==> src/rtl/rv_mem_pkg.sv <==
// rtl/rv_mem_pkg.sv - shared funct3 codes, FSM encoding and latency counter width for the data memory unit
package rv_mem_pkg;

    localparam logic [2:0] F3_B  = 3'b000;
    localparam logic [2:0] F3_H  = 3'b001;
    localparam logic [2:0] F3_W  = 3'b010;
    localparam logic [2:0] F3_BU = 3'b100;
    localparam logic [2:0] F3_HU = 3'b101;

    // WAIT counts down from RD_LATENCY-2, so the widest count is MAX_RD_LATENCY-2.
    localparam int MAX_RD_LATENCY = 4;
    localparam int LAT_CNT_W      = $clog2(MAX_RD_LATENCY - 1);

    typedef enum logic [1:0] {
        ST_IDLE = 2'd0,
        ST_WAIT = 2'd1,
        ST_RESP = 2'd2
    } state_t;

endpackage

==> src/rtl/data_memory_unit_if.sv <==
// rtl/data_memory_unit_if.sv - request/response bundle between the core load/store path and the data memory
interface data_memory_unit_if;

    logic        req_valid;
    logic        req_ready;
    logic        req_we;
    logic [2:0]  req_funct3;
    logic [31:0] req_addr;
    logic [31:0] req_wdata;
    logic        rsp_valid;
    logic [31:0] rsp_rdata;
    logic        rsp_fault;

    modport master (
        output req_valid, req_we, req_funct3, req_addr, req_wdata,
        input  req_ready, rsp_valid, rsp_rdata, rsp_fault
    );

    modport slave (
        input  req_valid, req_we, req_funct3, req_addr, req_wdata,
        output req_ready, rsp_valid, rsp_rdata, rsp_fault
    );

endinterface

==> src/rtl/mem_lane_align.sv <==
// rtl/mem_lane_align.sv - byte-lane steering for stores and lane select/extension for loads
module mem_lane_align
    import rv_mem_pkg::*;
(
    input  logic        we,
    input  logic [2:0]  funct3,
    input  logic [1:0]  addr_lo,
    input  logic [31:0] wdata,
    input  logic [31:0] rword,
    output logic [3:0]  byte_en,
    output logic [31:0] wdata_lane,
    output logic [31:0] rdata_ext,
    output logic        misaligned,
    output logic        illegal
);

    logic [7:0]  byte_sel;
    logic [15:0] half_sel;

    assign byte_sel = rword[{addr_lo, 3'b000} +: 8];
    assign half_sel = addr_lo[1] ? rword[31:16] : rword[15:0];

    // Decode size/sign: replicate store data across lanes so the enables pick the right bytes.
    always_comb begin
        byte_en    = 4'b0000;
        wdata_lane = 32'h0;
        rdata_ext  = 32'h0;
        misaligned = 1'b0;
        illegal    = 1'b0;
        case (funct3)
            F3_B: begin
                byte_en    = 4'b0001 << addr_lo;
                wdata_lane = {4{wdata[7:0]}};
                rdata_ext  = {{24{byte_sel[7]}}, byte_sel};
            end
            F3_H: begin
                byte_en    = addr_lo[1] ? 4'b1100 : 4'b0011;
                wdata_lane = {2{wdata[15:0]}};
                rdata_ext  = {{16{half_sel[15]}}, half_sel};
                misaligned = addr_lo[0];
            end
            F3_W: begin
                byte_en    = 4'b1111;
                wdata_lane = wdata;
                rdata_ext  = rword;
                misaligned = (addr_lo != 2'b00);
            end
            F3_BU: begin
                rdata_ext  = {24'h0, byte_sel};
                illegal    = we;
            end
            F3_HU: begin
                rdata_ext  = {16'h0, half_sel};
                misaligned = addr_lo[0];
                illegal    = we;
            end
            default: begin
                illegal    = 1'b1;
            end
        endcase
    end

endmodule

==> src/rtl/data_memory_unit.sv <==
// rtl/data_memory_unit.sv - RV32I data memory with valid/ready request and fixed-latency response
module data_memory_unit
    import rv_mem_pkg::*;
#(
    parameter int DEPTH      = 64,
    parameter int RD_LATENCY = 1
) (
    input  logic               clk,
    input  logic               reset_n,
    data_memory_unit_if.slave  bus
);

    localparam int AW = (DEPTH > 1) ? $clog2(DEPTH) : 1;

    state_t                 state, next_state;
    logic [LAT_CNT_W-1:0]   cnt, next_cnt;
    logic [31:0]            mem [DEPTH];
    logic [31:0]            cap_rdata;
    logic                   cap_fault;
    logic [31:0]            rsp_rdata_q;
    logic                   rsp_fault_q;
    logic                   ready;
    logic                   accept;
    logic                   out_of_range;
    logic                   misaligned;
    logic                   illegal;
    logic                   fault;
    logic                   do_write;
    logic [AW-1:0]          widx;
    logic [3:0]             byte_en;
    logic [31:0]            wdata_lane;
    logic [31:0]            rword;
    logic [31:0]            rdata_ext;
    logic [31:0]            result;

    assign ready         = (state == ST_IDLE) || (state == ST_RESP);
    assign accept        = bus.req_valid && ready;
    assign bus.req_ready = ready;
    assign bus.rsp_valid = (state == ST_RESP);
    assign bus.rsp_rdata = rsp_rdata_q;
    assign bus.rsp_fault = rsp_fault_q;

    assign widx         = bus.req_addr[AW+1:2];
    assign out_of_range = (bus.req_addr[31:2] >= 30'(DEPTH));
    assign rword        = mem[widx];

    mem_lane_align u_align (
        .we         (bus.req_we),
        .funct3     (bus.req_funct3),
        .addr_lo    (bus.req_addr[1:0]),
        .wdata      (bus.req_wdata),
        .rword      (rword),
        .byte_en    (byte_en),
        .wdata_lane (wdata_lane),
        .rdata_ext  (rdata_ext),
        .misaligned (misaligned),
        .illegal    (illegal)
    );

    assign fault    = out_of_range || misaligned || illegal;
    assign do_write = accept && bus.req_we && !fault;
    assign result   = (fault || bus.req_we) ? 32'h0 : rdata_ext;

    // Byte-granular store at the accepting edge; faulted accesses never touch the array.
    always_ff @(posedge clk or negedge reset_n) begin
        if (!reset_n) begin
            for (int w = 0; w < DEPTH; w++) begin
                mem[w] <= 32'h0;
            end
        end else if (do_write) begin
            for (int b = 0; b < 4; b++) begin
                if (byte_en[b]) begin
                    mem[widx][8*b +: 8] <= wdata_lane[8*b +: 8];
                end
            end
        end
    end

    // State and latency counter registers.
    always_ff @(posedge clk or negedge reset_n) begin
        if (!reset_n) begin
            state <= ST_IDLE;
            cnt   <= '0;
        end else begin
            state <= next_state;
            cnt   <= next_cnt;
        end
    end

    // Next-state: RESP doubles as an accept slot so back-to-back requests lose no cycle.
    always_comb begin
        next_state = state;
        next_cnt   = cnt;
        case (state)
            ST_IDLE, ST_RESP: begin
                if (accept) begin
                    if (RD_LATENCY == 1) begin
                        next_state = ST_RESP;
                    end else begin
                        next_state = ST_WAIT;
                        next_cnt   = LAT_CNT_W'(RD_LATENCY - 2);
                    end
                end else begin
                    next_state = ST_IDLE;
                end
            end
            ST_WAIT: begin
                if (cnt == '0) begin
                    next_state = ST_RESP;
                end else begin
                    next_cnt = cnt - 1'b1;
                end
            end
            default: begin
                next_state = ST_IDLE;
            end
        endcase
    end

    // Capture the already-aligned result at accept so later stores cannot disturb it.
    always_ff @(posedge clk or negedge reset_n) begin
        if (!reset_n) begin
            cap_rdata <= 32'h0;
            cap_fault <= 1'b0;
        end else if (accept) begin
            cap_rdata <= result;
            cap_fault <= fault;
        end
    end

    // Response registers change only on entry to RESP and hold otherwise.
    always_ff @(posedge clk or negedge reset_n) begin
        if (!reset_n) begin
            rsp_rdata_q <= 32'h0;
            rsp_fault_q <= 1'b0;
        end else if (next_state == ST_RESP) begin
            rsp_rdata_q <= accept ? result : cap_rdata;
            rsp_fault_q <= accept ? fault  : cap_fault;
        end
    end

endmodule

==> src/flat_wrapper.sv <==
// flat-port wrapper written by rule: the top's interface ports become plain ports
module data_memory_unit_flat import rv_mem_pkg::*;
#(
    parameter int DEPTH      = 64,
    parameter int RD_LATENCY = 1
)
  (clk, reset_n, bus_req_valid, bus_req_we, bus_req_funct3, bus_req_addr, bus_req_wdata, bus_req_ready, bus_rsp_valid, bus_rsp_rdata, bus_rsp_fault);
  data_memory_unit_if bus_i ();
  input  logic clk;
  input  logic reset_n;
  input wire logic [$bits(bus_i.req_valid)-1:0] bus_req_valid;
  input wire logic [$bits(bus_i.req_we)-1:0] bus_req_we;
  input wire logic [$bits(bus_i.req_funct3)-1:0] bus_req_funct3;
  input wire logic [$bits(bus_i.req_addr)-1:0] bus_req_addr;
  input wire logic [$bits(bus_i.req_wdata)-1:0] bus_req_wdata;
  output wire logic [$bits(bus_i.req_ready)-1:0] bus_req_ready;
  output wire logic [$bits(bus_i.rsp_valid)-1:0] bus_rsp_valid;
  output wire logic [$bits(bus_i.rsp_rdata)-1:0] bus_rsp_rdata;
  output wire logic [$bits(bus_i.rsp_fault)-1:0] bus_rsp_fault;
  assign bus_i.req_valid = bus_req_valid;
  assign bus_i.req_we = bus_req_we;
  assign bus_i.req_funct3 = bus_req_funct3;
  assign bus_i.req_addr = bus_req_addr;
  assign bus_i.req_wdata = bus_req_wdata;
  assign bus_req_ready = bus_i.req_ready;
  assign bus_rsp_valid = bus_i.rsp_valid;
  assign bus_rsp_rdata = bus_i.rsp_rdata;
  assign bus_rsp_fault = bus_i.rsp_fault;
  data_memory_unit #(.DEPTH(DEPTH), .RD_LATENCY(RD_LATENCY)) u_core (.clk(clk), .reset_n(reset_n), .bus(bus_i));
endmodule
==> config.mk <==
export PLATFORM = sky130hd
export DESIGN_NAME = data_memory_unit_flat
export DESIGN_NICKNAME = d
export VERILOG_FILES = /design/src/rtl/rv_mem_pkg.sv /design/src/rtl/data_memory_unit_if.sv /design/src/rtl/mem_lane_align.sv /design/src/rtl/data_memory_unit.sv /design/src/flat_wrapper.sv
export SDC_FILE = /design/constraint.sdc
export NUM_CORES = 2
export LEC_CHECK = 0
export BUFFER_PORTS_ARGS = -buffer_cell sky130_fd_sc_hd__buf_4
export CAP_MARGIN = 10
export CORE_MARGIN = 2
export CORE_UTILIZATION = 45
export CTS_BUF_LIST = sky130_fd_sc_hd__clkbuf_4 sky130_fd_sc_hd__clkbuf_8 sky130_fd_sc_hd__clkbuf_16
export DETAILED_ROUTE_END_ITERATION = 16
export PLACE_DENSITY_LB_ADDON = 0.1
export SYNTH_ARGS = -nofsm -noshare
export SYNTH_HDL_FRONTEND = slang
export SYNTH_SLANG_ARGS = --single-unit
==> constraint.sdc <==
create_clock -name clk -period 5.1 [get_ports clk]
set_input_delay 0.765 -clock clk [delete_from_list [all_inputs] [get_ports clk]]
set_output_delay 0.765 -clock clk [all_outputs]
set_load 0.01 [all_outputs]
Word-level counts from Yosys, hierarchy flattened
Cells that the tools add are included.
{"block": "totals", "input_bits": 71, "latchBits": 0, "rom_bits": 0, "output_inout_bits": 35, "ramBits": 0, "regBits": 2118, "memories": 0}
{"block": "op_classes", "n_mul": 0, "shifts": 2, "add_sub_neg": 1, "bitwise": 2, "eq_ne": 7, "n_reduce_logical": 18, "n_lt_le_gt_ge": 3, "n_div": 0, "mux": 35}
{"cell": "$mux 2048", "count": 7}
{"cell": "$bwmux 2048", "count": 4}
{"cell": "$demux 32 s6", "count": 4}
{"cell": "$bmux 32 s6", "count": 1}
{"cell": "$mux 32", "count": 5}
{"cell": "$pmux 32 s5", "count": 1}
{"cell": "$pmux 32 s3", "count": 1}
{"cell": "$mux 16", "count": 2}
{"cell": "$shiftx 32x6->8", "count": 1}
{"cell": "$ge 30x7->1 const B", "count": 1}
{"cell": "$mux 24", "count": 1}
{"cell": "$pmux 4 s3", "count": 1}
{"cell": "$mux 8", "count": 1}
{"cell": "$ge 7x7->1 const B", "count": 1}
{"cell": "$lt 7x1->1 const B", "count": 1}
{"cell": "$not 6->7", "count": 1}
{"cell": "$eq 3x3->1 const B", "count": 2}
{"cell": "$reduce_or 2->1", "count": 3}
{"cell": "$eq 2x2->1 const B", "count": 2}
{"cell": "$logic_and 1x1->1", "count": 4}
{"cell": "$logic_not 2->1", "count": 2}
{"cell": "$logic_or 1x1->1", "count": 4}
{"cell": "$mux 2", "count": 2}
{"cell": "$mux 4", "count": 1}
{"cell": "14 further kinds", "count": 15}

Longest topological paths before layout
{"block": "depth", "depth_word": 16, "ltp_mapped": 16, "depth_no_buf": 9}

By module
From an unflattened synthesis, not the netlist that was laid out.
{"block": "hier_totals", "cells_unflattened": 7183, "hier_area_um2": 99574.2}
{"module": "data_memory_unit", "instances": 1, "area_each_um2": 98131.6, "seq_area_each_um2": 53000.8, "cells_per_inst": 6945}
{"module": "mem_lane_align", "instances": 1, "area_each_um2": 1442.6, "seq_area_each_um2": 0.0, "cells_per_inst": 238}

Worst setup path after synthesis
No wires, ideal clock.
{"block": "synth_path", "kind": "input to register", "from": "in bus_req_addr[4]", "to": "reg u_core.rsp_rdata_q[2] (netlist: u_core.bus.rsp_rdata[2])", "arrival_time_ns": 3.360, "path_buffers": 7, "required_time_ns": 4.975, "path_stages": 15, "slack_ns": 1.615, "cell_sequence": "buf_4 -> buf_8 -> buf_6 -> buf_6 -> buf_2 -> buf_2 -> buf_2 -> mux2i_1 -> o21ai_0 -> a221oi_1 -> nor2_1 -> nor4b_1 -> o41ai_1 -> a21o_1 -> mux2_2"}
{"block": "synth_between", "elab_chain_len": 8, "elab_cells_between_ends": 13, "classes_between": "1 x order compare; 1 x shift; 7 x mux; 1 x bitwise; 3 x reduce/logical"}
{"element": "start: declaration", "line_no": "flat_wrapper.sv:14", "text": "input wire logic [$bits(bus_i.req_addr)-1:0] bus_req_addr;"}
{"element": "$not 6->7 (implied by the code)", "line_no": "data_memory_unit.sv:45", "text": "assign rword = mem[widx];"}
{"element": "$bmux 32 s6", "line_no": "data_memory_unit.sv:45"}
{"element": "$mux 32 (implied by the code) (2 in series)", "line_no": "data_memory_unit.sv:45"}
{"element": "$shiftx 32x6->8 or $mux 16 (tied branches)", "line_no": "mem_lane_align.sv:20, mem_lane_align.sv:21"}
{"element": "$pmux 32 s5", "line_no": "mem_lane_align.sv:30", "text": "case (funct3)"}
{"element": "$mux 32 *", "line_no": "data_memory_unit.sv:62", "text": "assign result = (fault || bus.req_we) ? 32'h0 : rdata_ext;"}
{"element": "$mux 32 *", "line_no": "data_memory_unit.sv:137", "text": "rsp_rdata_q <= accept ? result : cap_rdata;"}
{"element": "end signal: assignment", "line_no": "data_memory_unit.sv:137"}
{"element": "end: declaration", "line_no": "data_memory_unit.sv:20", "text": "logic [31:0] rsp_rdata_q;"}
Every way passes the cells marked *; elsewhere a longest branch is shown, timed or not. The select of a mux whose other input is x is not followed.
A chain may end at the register's enable or synchronous reset.

Worst setup path in the final report
Ends and elaborated chain as after synthesis.

==> load_flow_metrics.sql <==
INSERT INTO impl_metrics (metric_group, metric, value, unit) VALUES
('floorplan', 'placeableCoreArea', '205000', 'µm²'),
('synth', 'syn_avg_cell_area', '9.62', 'µm²'),
('power', 'power.density_cell_area', '345', 'nW/µm²'),
('synth', 'synth-main-ff-cell', 'sky130_fd_sc_hd__dfrtp_1', ''),
('layout', 'design.final.nets', '9665', ''),
('synth', 'yosys_warning_count', '0', ''),
('setup_path', 'crit_path_max_fanout', '42', ''),
('global_routing', 'global_route_usage_sum', '36.0', '%'),
('timing', 'timing.final.crit_period', '4360', 'ps'),
('floorplan', 'die_width', '459', 'µm'),
('detailed_routing', 'post_drt_via_cell_ratio', '6.26', ''),
('clock_network', 'h-tree-depth', '4', ''),
('global_routing', 'pin_count_of_the_biggest_net_entering_global_routing', '154', ''),
('placement', 'cell_area_placed', '98000', 'µm²'),
('synth', 'postSynthNetCount', '9752', ''),
('detailed_routing', 'routed-via-count', '78129', ''),
('timing', 'timing.hold.ws', '327', 'ps'),
('power', 'leakagePower', '45.8', 'nW'),
('detailed_routing', 'drtPass1Iterations', '6', ''),
('min_path', 'worstHoldPathCells', '3', ''),
('run', 'max_cap_violations', '0', ''),
('setup_path', 'cp-startpoint', 'bus_req_addr[4]', ''),
('power', 'ir_drop', '0.000399', 'V'),
('timing', 'final-hold-violation-count', '0', ''),
('setup_path', 'critPathArrivalTime', '5120', 'ps'),
('clock_network', 'cts_made_buffers', '224', ''),
('clock_network', 'clock_tree.root_cell', 'sky130_fd_sc_hd__clkbuf_16', ''),
('min_path', 'worstHoldStart', 'bus_req_addr[1]', ''),
('layout', 'final_core_utilization', '51.6', '%'),
('layout', 'post-route-cell-area', '106000', 'µm²'),
('placement', 'place.detailed.hpwl', '253000', 'µm'),
('timing', 'timing.final.max_slew_violations', '0', ''),
('outcome', 'run_status', 'complete, no violations', ''),
('clock_network', 'post-cts-setup-buffers', '0', ''),
('timing', 'setup_slack', '745', 'ps'),
('timing', 'grt_setup_unrepaired', 'no', ''),
('clock_network', 'clock_tree_from_tritoncts', 'done', ''),
('floorplan', 'floorplan.die.height', '459', 'µm'),
('timing', 'final_min_period_over_clock_period', '85.4', '%'),
('synth', 'post_synth_num_cell_types', '84', ''),
('timing', 'timing.max_slew.rel_slack', '5.06', '%'),
('clock_network', 'numClockSinks', '2118', ''),
('synth', 'mappedNetlistArea', '93100', 'µm²'),
('floorplan', 'num_rows', '166', ''),
('timing', 'skew', '28.4', 'ps'),
('power', 'p_total', '36.5', 'mW'),
('placement', 'placement.io_buffers', '105', ''),
('timing', 'report.final.setup_viol', '0', ''),
('setup_path', 'worst_r2r_startpoint', 'u_core.state[0]', ''),
('setup_path', 'rr_worst_depth', '9', ''),
('clock_network', 'worst_skew_pair.late_latency', '880', 'ps'),
('setup_path', 'critical_path.max_stage_delay', '1180', 'ps'),
('timing', 'timing_worst_slew_pin_value', '1420', 'ps'),
('clock_network', 'ctsLongestPathBuffers', '3', ''),
('layout', 'area_growth_syn_to_layout', '13.6', '%'),
('min_path', 'hold_path.class', 'in -> reg', ''),
('synth', 'yosys_register_bits', '2118', ''),
('detailed_routing', 'drt_wl_total', '382000', 'µm'),
('detailed_routing', 'wl_per_cell', '30.6', 'µm'),
('timing', 'timing.setup.tns', '0', 'ps'),
('setup_path', 'timing_worst_setup_path_type', 'in -> reg', ''),
('placement', 'worst_setup_slack_after_placement', '5.52', 'ps'),
('layout', 'drive_above_1_share', '12.3', '%'),
('layout', 'layout.cells.most_common_list', '2,474 x sky130_fd_sc_hd__nand2_1, 2,168 x sky130_fd_sc_hd__o21ai_0, 2,118 x sky130_fd_sc_hd__dfrtp_1', ''),
('placement', 'number_of_cells_after_detailed_placement', '12054', ''),
('global_routing', 'first_global_vias', '74144', ''),
('clock_network', 'clk_pin_slew_worst_paths', '60', 'ps'),
('layout', 'non_filler_cells_in_the_finished_layout', '12480', ''),
('setup_path', 'cp_slowest_cell', 'sky130_fd_sc_hd__a2111oi_1', ''),
('detailed_routing', 'initialDrtViolationCount', '9914', ''),
('synth', 'synth.yosys.seq_area_share', '56.9', '%');
## layer usage
| metal | GRT usage [%] | wire [µm] | part of all wire, % |
|---|---|---|---|
| met5 | 0 | 139 | 0.036 |
| met4 | 17.9 | 21700 | 5.7 |
| met3 | 8.21 | 35900 | 9.4 |
| met2 | 54.0 | 168000 | 44 |
| met1 | 49.4 | 156000 | 41 |
## report_power, final
group          internal [mW]  switching [mW]
Clock                   10.1            7.11
Sequential              16.8        0.000820
Combinational          0.498            1.91
## cells in the mapped netlist (all sizes together), types with 11 or more instances
master	instances	area (µm²)
o21ai	2169	10900
a22oi	205	1540
buf	260	1480
nand4	13	81.3
mux2	101	1140
a22o	49	429
o221ai	11	96.3
nor3	43	215
nor4	19	119
clkbuf	580	2180
and3	17	106
dfrtp	2118	53000
o22ai	122	763
nand3	33	165
mux2i	220	2200
nand2b	16	100
a221oi	323	2840
o31ai	14	105
o2bb2ai	14	123
or3b	17	149
nand3b	23	173
o211ai	36	270
a21oi	175	876
a221o	46	460
nand2	2509	9420
nor3b	12	95.1
and2	15	93.8
inv	12	45.0
nor2b	23	144
a31oi	37	231
nor2	205	772
a21o	15	113
o22a	23	201
mux4	52	1170
a211oi	14	105
## cells by family after synthesis
kind of cell    count (synthesis)  share of synthesized area, %
compound gates               3346                          21.4
mux                           373                          4.84
buf+inv                       853                          3.98
xor+xnor                        1                       0.00941
simple gates                 2988                          12.9
fa+ha+maj                       1                        0.0134
flops                        2118                          56.9
## final cells by class
cell class              instances  area share (%)
repair buffers                527            4.53
flip-flops and latches       2118            50.1
diodes                         13          0.0307
multi-input cells            6709            34.7
clock buffers                 337            6.54
well taps                    2688            3.18
inverters                      13          0.0556
clock inverters                75           0.835
## state kept, by name, summed over array words and instances (netlist names)
| register | cells |
|---|---|
| u_core.mem | 2048 |
| u_core.bus.rsp_rdata | 32 |
| u_core.cap_rdata | 32 |
| u_core.cnt | 2 |
| u_core.state | 2 |
| u_core.bus.rsp_fault | 1 |
| u_core.cap_fault | 1 |
## critical path: cells and delay by family
family | cells | cell delay (ps)
mux | 2 | 530
compound gates | 6 | 2110
simple gates | 1 | 240
buf+inv | 4 | 1290
## timing repair
action	in CTS	in global routing
endpoints found under the hold margin	60	0
hold buffers	1	0
gates resized for setup	0	0
## final timing paths
path,to,slack (ps)
worst max-delay path,u_core.bus.rsp_rdata[2],740
worst min-delay path,u_core.cap_rdata[3],330
worst max register to register,u_core.mem[225],1150
worst min register to register,u_core.cap_rdata[12],470
max in group asynchronous,u_core.mem[1629],2840
min in group asynchronous,u_core.mem[1341],590
Note: power is estimated with default switching activity, not from simulation.
